===== src/rtl/cpu_bus_pkg.sv =====
// Shared types and constants for the CPU-to-pin-bus transaction sequencer.
// Holds the FSM state encoding, word/byte geometry and the default read timeout.
package cpu_bus_pkg;

    localparam int BYTES_PER_WORD  = 4;
    localparam int IDX_W           = $clog2(BYTES_PER_WORD);
    localparam int DEFAULT_TIMEOUT = 16;

    typedef enum logic [2:0] {
        ST_IDLE,
        ST_ADDR,
        ST_WDATA,
        ST_RDATA,
        ST_DONE
    } bus_state_e;

    typedef logic [IDX_W-1:0] byte_idx_t;

    // Little-endian byte lane select: lane 0 is bits [7:0].
    function automatic logic [7:0] word_byte(input logic [31:0] word, input byte_idx_t idx);
        return word[8*idx +: 8];
    endfunction

endpackage


===== src/rtl/bus_timeout_counter.sv =====
// Counts consecutive idle read cycles; pulses expired on the cycle the count reaches TIMEOUT.
// The counter restarts from zero after expiring or whenever clear is asserted.
module bus_timeout_counter #(
    parameter int TIMEOUT = 16,
    parameter int CNT_W   = 8
) (
    input  logic clk,
    input  logic rst_n,
    input  logic clear,
    input  logic enable,
    output logic expired
);

    logic [CNT_W-1:0] cnt;

    // The current idle cycle is the TIMEOUT-th one when TIMEOUT-1 have already been counted.
    assign expired = enable && (cnt == CNT_W'(TIMEOUT - 1));

    // NOTE: sequential state is assigned with non-blocking (<=) so every flop samples pre-edge values.
    always_ff @(posedge clk or negedge rst_n) begin
        if (!rst_n) begin
            cnt <= '0;
        end else if (clear || expired) begin
            cnt <= '0;
        end else if (enable) begin
            cnt <= cnt + CNT_W'(1);
        end
    end

endmodule


===== src/rtl/cpu_mem_bus_sequencer.sv =====
// Sequences one 32-bit CPU read/write over the 8-bit pin bus: address and write data go out
// little-endian one byte per cycle, read bytes are gathered under pin_valid with a timeout.
module cpu_mem_bus_sequencer
    import cpu_bus_pkg::*;
#(
    parameter int TIMEOUT = DEFAULT_TIMEOUT,
    parameter int CNT_W   = 8
) (
    input  logic        clk,
    input  logic        rst_n,
    input  logic        cpu_req,
    input  logic        cpu_we,
    input  logic [31:0] cpu_addr,
    input  logic [31:0] cpu_wdata,
    output logic        cpu_ready,
    output logic        cpu_err,
    output logic [31:0] cpu_rdata,
    output logic        cpu_busy,
    output logic [7:0]  pin_out,
    output logic        pin_strobe,
    output logic        pin_sync,
    output logic        pin_we,
    output logic        pin_oe,
    input  logic [7:0]  pin_in,
    input  logic        pin_valid
);

    bus_state_e  state, state_nxt;
    byte_idx_t   idx, idx_nxt;
    logic        we_q;
    logic        err_q;
    logic [31:0] addr_q;
    logic [31:0] wdata_q;
    logic [31:0] rdata_q;
    logic        last_byte;
    logic        in_rdata;
    logic        to_expired;

    assign last_byte = (idx == byte_idx_t'(BYTES_PER_WORD - 1));
    assign in_rdata  = (state == ST_RDATA);

    bus_timeout_counter #(
        .TIMEOUT (TIMEOUT),
        .CNT_W   (CNT_W)
    ) u_timeout (
        .clk     (clk),
        .rst_n   (rst_n),
        .clear   (!in_rdata || pin_valid),
        .enable  (in_rdata && !pin_valid),
        .expired (to_expired)
    );

    always_comb begin
        // NOTE: defaults first so every path assigns both signals and no latch is inferred.
        state_nxt = state;
        idx_nxt   = idx;
        case (state)
            ST_IDLE: begin
                if (cpu_req) begin
                    state_nxt = ST_ADDR;
                    idx_nxt   = '0;
                end
            end
            ST_ADDR: begin
                if (last_byte) begin
                    state_nxt = we_q ? ST_WDATA : ST_RDATA;
                    idx_nxt   = '0;
                end else begin
                    idx_nxt = idx + byte_idx_t'(1);
                end
            end
            ST_WDATA: begin
                if (last_byte) begin
                    state_nxt = ST_DONE;
                    idx_nxt   = '0;
                end else begin
                    idx_nxt = idx + byte_idx_t'(1);
                end
            end
            ST_RDATA: begin
                if (pin_valid) begin
                    if (last_byte) begin
                        state_nxt = ST_DONE;
                        idx_nxt   = '0;
                    end else begin
                        idx_nxt = idx + byte_idx_t'(1);
                    end
                end else if (to_expired) begin
                    state_nxt = ST_DONE;
                    idx_nxt   = '0;
                end
            end
            ST_DONE:  state_nxt = ST_IDLE;
            default:  state_nxt = ST_IDLE;
        endcase
    end

    always_ff @(posedge clk or negedge rst_n) begin
        if (!rst_n) begin
            state   <= ST_IDLE;
            idx     <= '0;
            we_q    <= 1'b0;
            err_q   <= 1'b0;
            addr_q  <= '0;
            wdata_q <= '0;
            rdata_q <= '0;
        end else begin
            state <= state_nxt;
            idx   <= idx_nxt;
            // Assembly register starts at zero so bytes missed by a timeout read back as 0x00.
            if (state == ST_IDLE && cpu_req) begin
                we_q    <= cpu_we;
                addr_q  <= cpu_addr;
                wdata_q <= cpu_wdata;
                rdata_q <= '0;
                err_q   <= 1'b0;
            end
            if (in_rdata && pin_valid) begin
                rdata_q[8*idx +: 8] <= pin_in;
            end
            if (in_rdata && !pin_valid && to_expired) begin
                err_q <= 1'b1;
            end
        end
    end

    // Output stage: every pin and CPU output is a flop driven from the current state.
    always_ff @(posedge clk or negedge rst_n) begin
        if (!rst_n) begin
            cpu_ready  <= 1'b0;
            cpu_err    <= 1'b0;
            cpu_rdata  <= '0;
            cpu_busy   <= 1'b0;
            pin_out    <= '0;
            pin_strobe <= 1'b0;
            pin_sync   <= 1'b0;
            pin_we     <= 1'b0;
            pin_oe     <= 1'b0;
        end else begin
            pin_strobe <= state inside {ST_ADDR, ST_WDATA};
            pin_oe     <= state inside {ST_ADDR, ST_WDATA};
            pin_sync   <= (state == ST_ADDR) && (idx == '0);
            pin_we     <= (state != ST_IDLE) && we_q;
            cpu_busy   <= (state != ST_IDLE);
            cpu_ready  <= (state == ST_DONE);
            cpu_err    <= (state == ST_DONE) && err_q;
            case (state)
                ST_ADDR:  pin_out <= word_byte(addr_q, idx);
                ST_WDATA: pin_out <= word_byte(wdata_q, idx);
                default:  pin_out <= 8'h00;
            endcase
            if (state == ST_DONE) begin
                cpu_rdata <= rdata_q;
            end
        end
    end

endmodule

===== config.mk =====
export PLATFORM = sky130hd
export DESIGN_NAME = cpu_mem_bus_sequencer
export DESIGN_NICKNAME = d
export VERILOG_FILES = /design/src/rtl/cpu_bus_pkg.sv /design/src/rtl/bus_timeout_counter.sv /design/src/rtl/cpu_mem_bus_sequencer.sv
export SDC_FILE = /design/constraint.sdc
export NUM_CORES = 1
export LEC_CHECK = 0
export CAP_MARGIN = 20
export CELL_PAD_IN_SITES_DETAIL_PLACEMENT = 1
export CELL_PAD_IN_SITES_GLOBAL_PLACEMENT = 1
export CORE_ASPECT_RATIO = 1.2
export CORE_UTILIZATION = 43
export DETAILED_ROUTE_END_ITERATION = 7
export PLACE_DENSITY_LB_ADDON = 0.1
export SYNTH_ARGS = -nofsm -noshare
export SYNTH_HDL_FRONTEND = slang
export SYNTH_SLANG_ARGS = --single-unit

===== constraint.sdc =====
create_clock -name clk -period 2.5 [get_ports clk]
set_input_delay 0.5 -clock clk [delete_from_list [all_inputs] [get_ports clk]]
set_output_delay 0.5 -clock clk [all_outputs]
set_load 0.02 [all_outputs]

==> results of run 1 <==
[through the flow]
step / cell area (sq um) / util / worst slack (ns) / cells / hold WS, ns
floorplan: 6710 / - / 0.768 / 422 / 0.204
global placement: 8170 / 0.540 / 0.397 / 737 / 0.308
detailed placement: 8170 / 0.540 / 0.269 / 737 / 0.308
CTS: 8830 / 0.583 / 0.424 / 770 / 0.427
global route: 8830 / 0.583 / 0.332 / 770 / 0.448
finish: 8830 / 0.583 / 0.479 / 770 / 0.458
[area by class of cell]
class / instances / area [sq um]
clock inverters: 9 / 156
repair buffers: 136 / 1400
well taps: 204 / 255
clock buffers: 23 / 498
flip-flops and latches: 157 / 3930
inverters: 7 / 26.3
fillers: 1459 / 6310
multi-input cells: 234 / 2570
[cell usage in the layout, fill, tap and decap left out, drive strengths merged, types with 2 or more instances in the layout]
| master | netlist | routed |
|---|---|---|
| dfrtp | 157 | 157 |
| clkdlybuf4s50 | 0 | 122 |
| mux2 | 97 | 97 |
| a32o | 29 | 29 |
| clkbuf | 0 | 23 |
| mux4 | 16 | 16 |
| nor2 | 15 | 15 |
| a22o | 13 | 13 |
| buf | 24 | 13 |
| nor3 | 8 | 8 |
| inv | 7 | 7 |
| ha | 7 | 7 |
| and2 | 7 | 7 |
| a21oi | 5 | 5 |
| o21ai | 4 | 4 |
| bufinv | 0 | 4 |
| clkinvlp | 0 | 3 |
| nand2 | 3 | 3 |
| xnor2 | 2 | 2 |
| and4b | 2 | 2 |
| nor4 | 2 | 2 |
| nor4b | 2 | 2 |
| nor4bb | 2 | 2 |
| nor2b | 2 | 2 |
| and3 | 2 | 2 |
| nand3 | 2 | 2 |
| xor2 | 2 | 2 |
| clkinv | 0 | 2 |
[state kept, by name (all words and copies together) (netlist names), 2 cells and up]
register       cells
addr_q            32
cpu_rdata         32
rdata_q           32
wdata_q           32
pin_out            8
u_timeout.cnt      8
state              3
idx                2
[how the worst max path moves through the flow]
stage,to,slack (ns),cells past startpoint
finish,rdata_q[16],0.48,4
global route,addr_q[13],0.33,4
CTS,wdata_q[30],0.42,4
detailed placement,rdata_q[5],0.27,5
global placement,rdata_q[3],0.40,5
floorplan,rdata_q[10],0.77,5
[routing by layer]
metal / GRT usage / up-vias
met5: 0 / -
met2: 0.372 / 118
li1: - / 1854
met4: 0.0796 / 0
met3: 0.0476 / 20
met1: 0.255 / 2148
[report_power, final]
group / switching, W / leakage [nW] / internal [W]
Clock: 0.000995 / 0.312 / 0.00180
Combinational: 0.00137 / 1.42 / 0.00176
Sequential: 0.000471 / 2.03 / 0.00333
Total: 0.00283 / 3.76 / 0.00690
[worst max-delay path, stage by stage, from the launching register on]
cell and delay [ns]:
dfrtp_1 0.46, inv_1 0.14, ha_1 0.41, nor4b_2 0.67, a32o_1 0.27
[cell families after synthesis]
kind of cell,count (synthesis),share of synthesized area
XOR/XNOR,4,0.00522
AO/OA/AOI/OAI,55,0.0731
multiplexers,113,0.233
adder cells (fa/ha/maj),7,0.0131
flip-flops,157,0.586
buffers and inverters,31,0.0310
AND/OR/NAND/NOR,55,0.0591
[repair_timing]
| action | in CTS | in global routing |
|---|---|---|
| hold endpoints to repair | 5 | 0 |
| resized for setup | 0 | 0 |
| hold buffers | 1 | 0 |
==> key figures, run 1 <==
Worst setup path
  • R2R depth: 4
  • R2r endpoint: rdata_q[16]
  • Critical path arrival: 2.37 ns
  • CP startpoint kind: flip-flop
  • CP Class: flip-flop to flip-flop
  • CP endpoint kind: flip-flop
  • Setup slack, reg-to-reg: 0.48 ns
  • Critical Path Source: idx[1]
  • R2R Path Start: idx[1]
  • Crit Path Max Fanout: 8
  • CP required: approximately 2.9 ns

Clocking
  • # clock sinks: ~160
  • Clk root buf: clkbuf_16
  • CTS Buf Count: 17
  • CTS tree: yes
  • Clock Latency Late Sink: 0.42 ns
  • Clock-pin slew on the worst setup and hold paths: 0.06 ns
  • Clk buf depth: 2
  • Post-CTS Setup Inserts: 0
  • H-tree depth: 4

Yosys
  • Post-synthesis async set-or-reset flop share: 1.00
  • Post-synth EDFFs: 0
  • Synth area leader: dfrtp_1
  • Mapped Cells: 422
  • Post-Syn Area: 6710 sq um
  • Syn Area/Cell: roughly 16 sq um
  • Top post-synthesis cells by count: 157 x dfrtp_1, 68 x mux2_2, 29 x a32o_1, 29 x mux2_4, 16 x mux4_2
  • Synth Flop Type: dfrtp_1
  • Post-synth top area share: 0.586
  • Area contributors post-synth: dfrtp_1 59%, mux2_2 11%, mux2_4 6.5%, mux4_2 5.4%, a32o_1 4.3%
  • Yosys warnings: 0
  • Distinct cells, synth: 43
  • Most frequent cell after synthesis: dfrtp_1
  • Seq cells post-synth: 157
  • Sequential area share after synthesis: 0.586
  • Syn Nets: 506

Global routing
  • Largest net degree at the start of global routing: 83
  • Vias in the first global route: 4635
  • Total GRT Usage: 0.214
  • First-pass GRT wire length: 25600 microns
  • Initial antenna violation count: 0
  • GRT overflow: 0

Routing
  • Routed len/inst: 20.1 microns
  • Max layer used: met4
  • DR WL met2: 8350 microns
  • Routed wire length: 15500 microns
  • Remaining DRCs: 0
  • Via Count: 4140
  • Wl on met1: 6250 microns
  • Initial drt markers: 178
  • TritonRoute pass-1 iters: 4
  • Antenna-violating nets left: 0
  • Routed wl met3: 574 microns
  • Via density per instance: 5.38

Placed design
  • IO buf count: 123
  • Gpl congestion: 0.743
  • Hpwl dp: 11300 microns

Timing
  • Final period utilization: 0.809
  • Final Setup Violations: 0
  • Peak Freq: approximately 490 MHz
  • Fin. max-slew vios: 0
  • Setup TNS: 0 ns
  • RSZ-0062 raised after global routing: false
  • Clock skew: 0.00602 ns
  • Max-Slew Margin vs Limit: 0.489
  • Final min period: 2.02 ns
  • Tightest Pin Transition: 0.765 ns
  • Fin. Hold Viols: 0

Die
  • FP Rows: 49
  • Die area: about 16000 sq um
  • Die width: about 120 microns
  • Initial core utilization: 0.443
  • Die H: 139 microns
  • Core area: between 15000 and 20000 sq um
  • Io pins: 124

Flow run
  • Max-cap violations: 0

Finish
  • Share of post-route cells with drive strength above 1: 0.306
  • Area Growth Syn to Fin: 31.7%
  • Nets: 637
  • Antenna Cells: 0

Pwr
  • Leakage: ~3.8 nW
  • PD cells: 1100 nW/um^2
  • Peak VDD IR: 0.000529 V
  • Pwr Total: 0.00973 W

Hold path
  • Min-Delay Path Class: input pin to async pin

Outcome
  • Status: complete, no violations
(Power assumes the default switching activity.)
==> run 2, diff against run 1 <==
--- a/config.mk
+++ b/config.mk
@@ -9,7 +9,7 @@
 export CELL_PAD_IN_SITES_DETAIL_PLACEMENT = 1
 export CELL_PAD_IN_SITES_GLOBAL_PLACEMENT = 1
 export CORE_ASPECT_RATIO = 1.2
-export CORE_UTILIZATION = 43
+export CORE_UTILIZATION = 39
 export DETAILED_ROUTE_END_ITERATION = 7
 export PLACE_DENSITY_LB_ADDON = 0.1
 export SYNTH_ARGS = -nofsm -noshare
==> constraint.sdc (replaced) <==
create_clock -name clk -period 1.8 [get_ports clk]
set_input_delay 0.36 -clock clk [delete_from_list [all_inputs] [get_ports clk]]
set_output_delay 0.36 -clock clk [all_outputs]
set_load 0.02 [all_outputs]
==> run 2 against run 1 <==
  * Register-to-register slack lost 0.39 ns
  * Clock power grew 30%
  * Wire length grew 2.8%
  * Critical path depth shrank 3
  * Combinational power grew 48%
  * Hold slack lost 0.029 ns
  * Critical endpoint is now cpu_rdata[18]
  * Count of clock-buffer cells in the layout shrank 1
  * Cell count grew 4.0%
  * Setup slack lost 0.43 ns
  * Clock skew grew 0.0044 ns
  * Highest routed layer unchanged
  * Die area grew 10%
==> key figures, run 2 (synthesized netlist as in run 1, its figures left out) <==
Outcome
  • Status: complete, no violations

Finish
  • Antenna Cells: 0
  • Core Util, Final: 0.537
  • Non-Filler Instances: 801
  • Share of post-route cells with drive strength above 1: 0.342
  • Most frequent cells in the layout: 154 x dfrtp_1, 111 x clkdlybuf4s50_1, 68 x mux2_2, 29 x a32o_1, 29 x mux2_4
  • Nets: 656
  • Area occupied by multi-input gates: 2610 sq um
  • Area Growth Syn to Fin: 34.9%
  • Register area: 3930 sq um
  • Most common cell after layout, fill and taps aside: dfrtp_1
  • Final Cell Area: a little over 9000 sq um
  • FILL cells: 1620

Die
  • Die H: 146 microns
  • FP Rows: 52
  • Die area: approximately 18000 sq um
  • Core area: 16900 sq um
  • Initial core utilization: 0.398
  • Io pins: between 100 and 150
  • Die width: 122 microns

Timing
  • Fin. max-slew vios: 0
  • Final min period: 1.75 ns
  • Tightest Pin Transition: 0.511 ns
  • Final period utilization: 0.973
  • Peak Freq: 571 MHz
  • Final Setup Violations: 0
  • Fin. Hold Viols: 0
  • RSZ-0062 raised after global routing: false
  • Max-Slew Margin vs Limit: 0.658
  • Clock skew: between 0.01 and 0.015 ns

Worst setup path
  • Setup slack, reg-to-reg: 0.09 ns
  • Crit path largest cell delay: 0.61 ns
  • CP endpoint kind: output port
  • R2r endpoint: rdata_q[10]
  • Buf/Inv on CP: 1
  • Critical path arrival: about 1.4 ns
  • Crit Path Max Fanout: 2
  • CP startpoint kind: flip-flop
  • CP required: 1.44 ns
  • Worst path slowest cell: clkdlybuf4s50_1
  • R2R depth: 5
  • Crit-path cells: clkdlybuf4s50_1
  • CP delay by family, top: buffers and inverters
  • CP Class: flip-flop to output port
  • R2R Path Start: state[2]

Routing
  • Routed len/inst: 19.8 microns
  • Remaining DRCs: 0
  • Via density per instance: 5.25
  • Via Count: 4206
  • TritonRoute pass-1 iters: 4
  • Initial drt markers: 144
  • Routed wire length: 15900 microns
  • Antenna-violating nets left: 0

Clocking
  • H-tree depth: 4
  • CTS tree: yes
  • Clock Latency Late Sink: 0.43 ns
  • Clk root buf: clkbuf_16
  • Clock-pin slew on the worst setup and hold paths: ~0.060 ns
  • CTS Buf Count: 17
  • # clock sinks: 157
  • Clk buf depth: 2
  • Post-CTS Setup Inserts: 0

Placed design
  • Placed insts: around 770
  • Gpl congestion: 0.732
  • IO buf count: 123
  • Hpwl dp: roughly 12000 microns
  • Area after DPL: about 8400 sq um

Global routing
  • Vias in the first global route: 4729
  • Largest net degree at the start of global routing: 42
  • GRT overflow: 0
  • Initial antenna violation count: 0
  • Total GRT Usage: 0.196
  • First-pass GRT wire length: 25900 microns

Pwr
  • Part of the power in registers: 0.390
  • Peak VDD IR: around 0.00075 V
  • Pint: 0.00948 W
  • Clock Power Share: 0.268
  • Switch share: 0.299
  • Comb power frac: 0.342
  • Leakage: 4.06 nW
  • PD cells: 1500 nW/um^2
  • Net switching power figure: 0.00405 W

Hold path
  • Min-Delay Path Class: input pin to async pin

Flow run
  • Max-cap violations: 0
run 2: cell type report:
class / count / area share
Clock inverter: 10 / 0.0123
Tap cell: 216 / 0.0299
Inverter: 7 / 0.00290
Timing Repair Buffer: 155 / 0.177
Sequential cell: 157 / 0.435
Clock buffer: 22 / 0.0546
Multi-Input combinational cell: 234 / 0.288
run 2: through the flow:
| stage | setup WS [ns] | setup TNS (ns) | total power [W] | hold WS [ns] |
|---|---|---|---|---|
| 2_1_floorplan | 0.0676 | 0 | 0.00820 | 0.0644 |
| 3_3_place_gp | -0.0430 | -0.673 | 0.00974 | 0.306 |
| 3_5_place_dp | -0.140 | -3.02 | 0.00993 | 0.317 |
| 4_1_cts | 0.0104 | 0 | 0.0137 | 0.436 |
| 5_1_grt | 0.00208 | 0 | 0.0143 | 0.452 |
| 6_report | 0.0481 | 0 | 0.0135 | 0.429 |
run 2: how the worst max path moves through the flow:
stage | end | slack (ns) | cells past startpoint | from
CTS | rdata_q[6] | 0.01 | 5 | idx[0]
global placement | rdata_q[1] | -0.04 | 5 | pin_valid
global route | cpu_rdata[7] | 0.002 | 1 | cpu_rdata[7]
floorplan | rdata_q[10] | 0.07 | 5 | idx[1]
finish | cpu_rdata[18] | 0.05 | 1 | cpu_rdata[18]
detailed placement | rdata_q[1] | -0.14 | 5 | pin_valid
run 2: routing by layer:
| layer | global-route usage | wire, microns | up-vias |
|---|---|---|---|
| li1 | - | - | 1888 |
| met1 | 0.231 | 6400 | 2186 |
| met2 | 0.343 | 8560 | 111 |
| met3 | 0.0462 | 645 | 21 |
| met4 | 0.0741 | 291 | 0 |
| met5 | 0 | 0 | - |
run 2: repair_timing:
action,CTS,global route
pin swaps,0,0
endpoints found under the setup margin,19,31
gates resized for setup,8,13
endpoints found under the hold margin,36,0
hold buffers,1,0
run 2: power groups by stage:
stage / Clock, W / Combinational [W] / Sequential, W
2_1_floorplan: 0 / 0.00286 / 0.00534
3_3_place_gp: 0 / 0.00446 / 0.00528
3_5_place_dp: 0 / 0.00458 / 0.00535
4_1_cts: 0.00371 / 0.00471 / 0.00530
5_1_grt: 0.00385 / 0.00500 / 0.00543
6_report: 0.00363 / 0.00462 / 0.00527
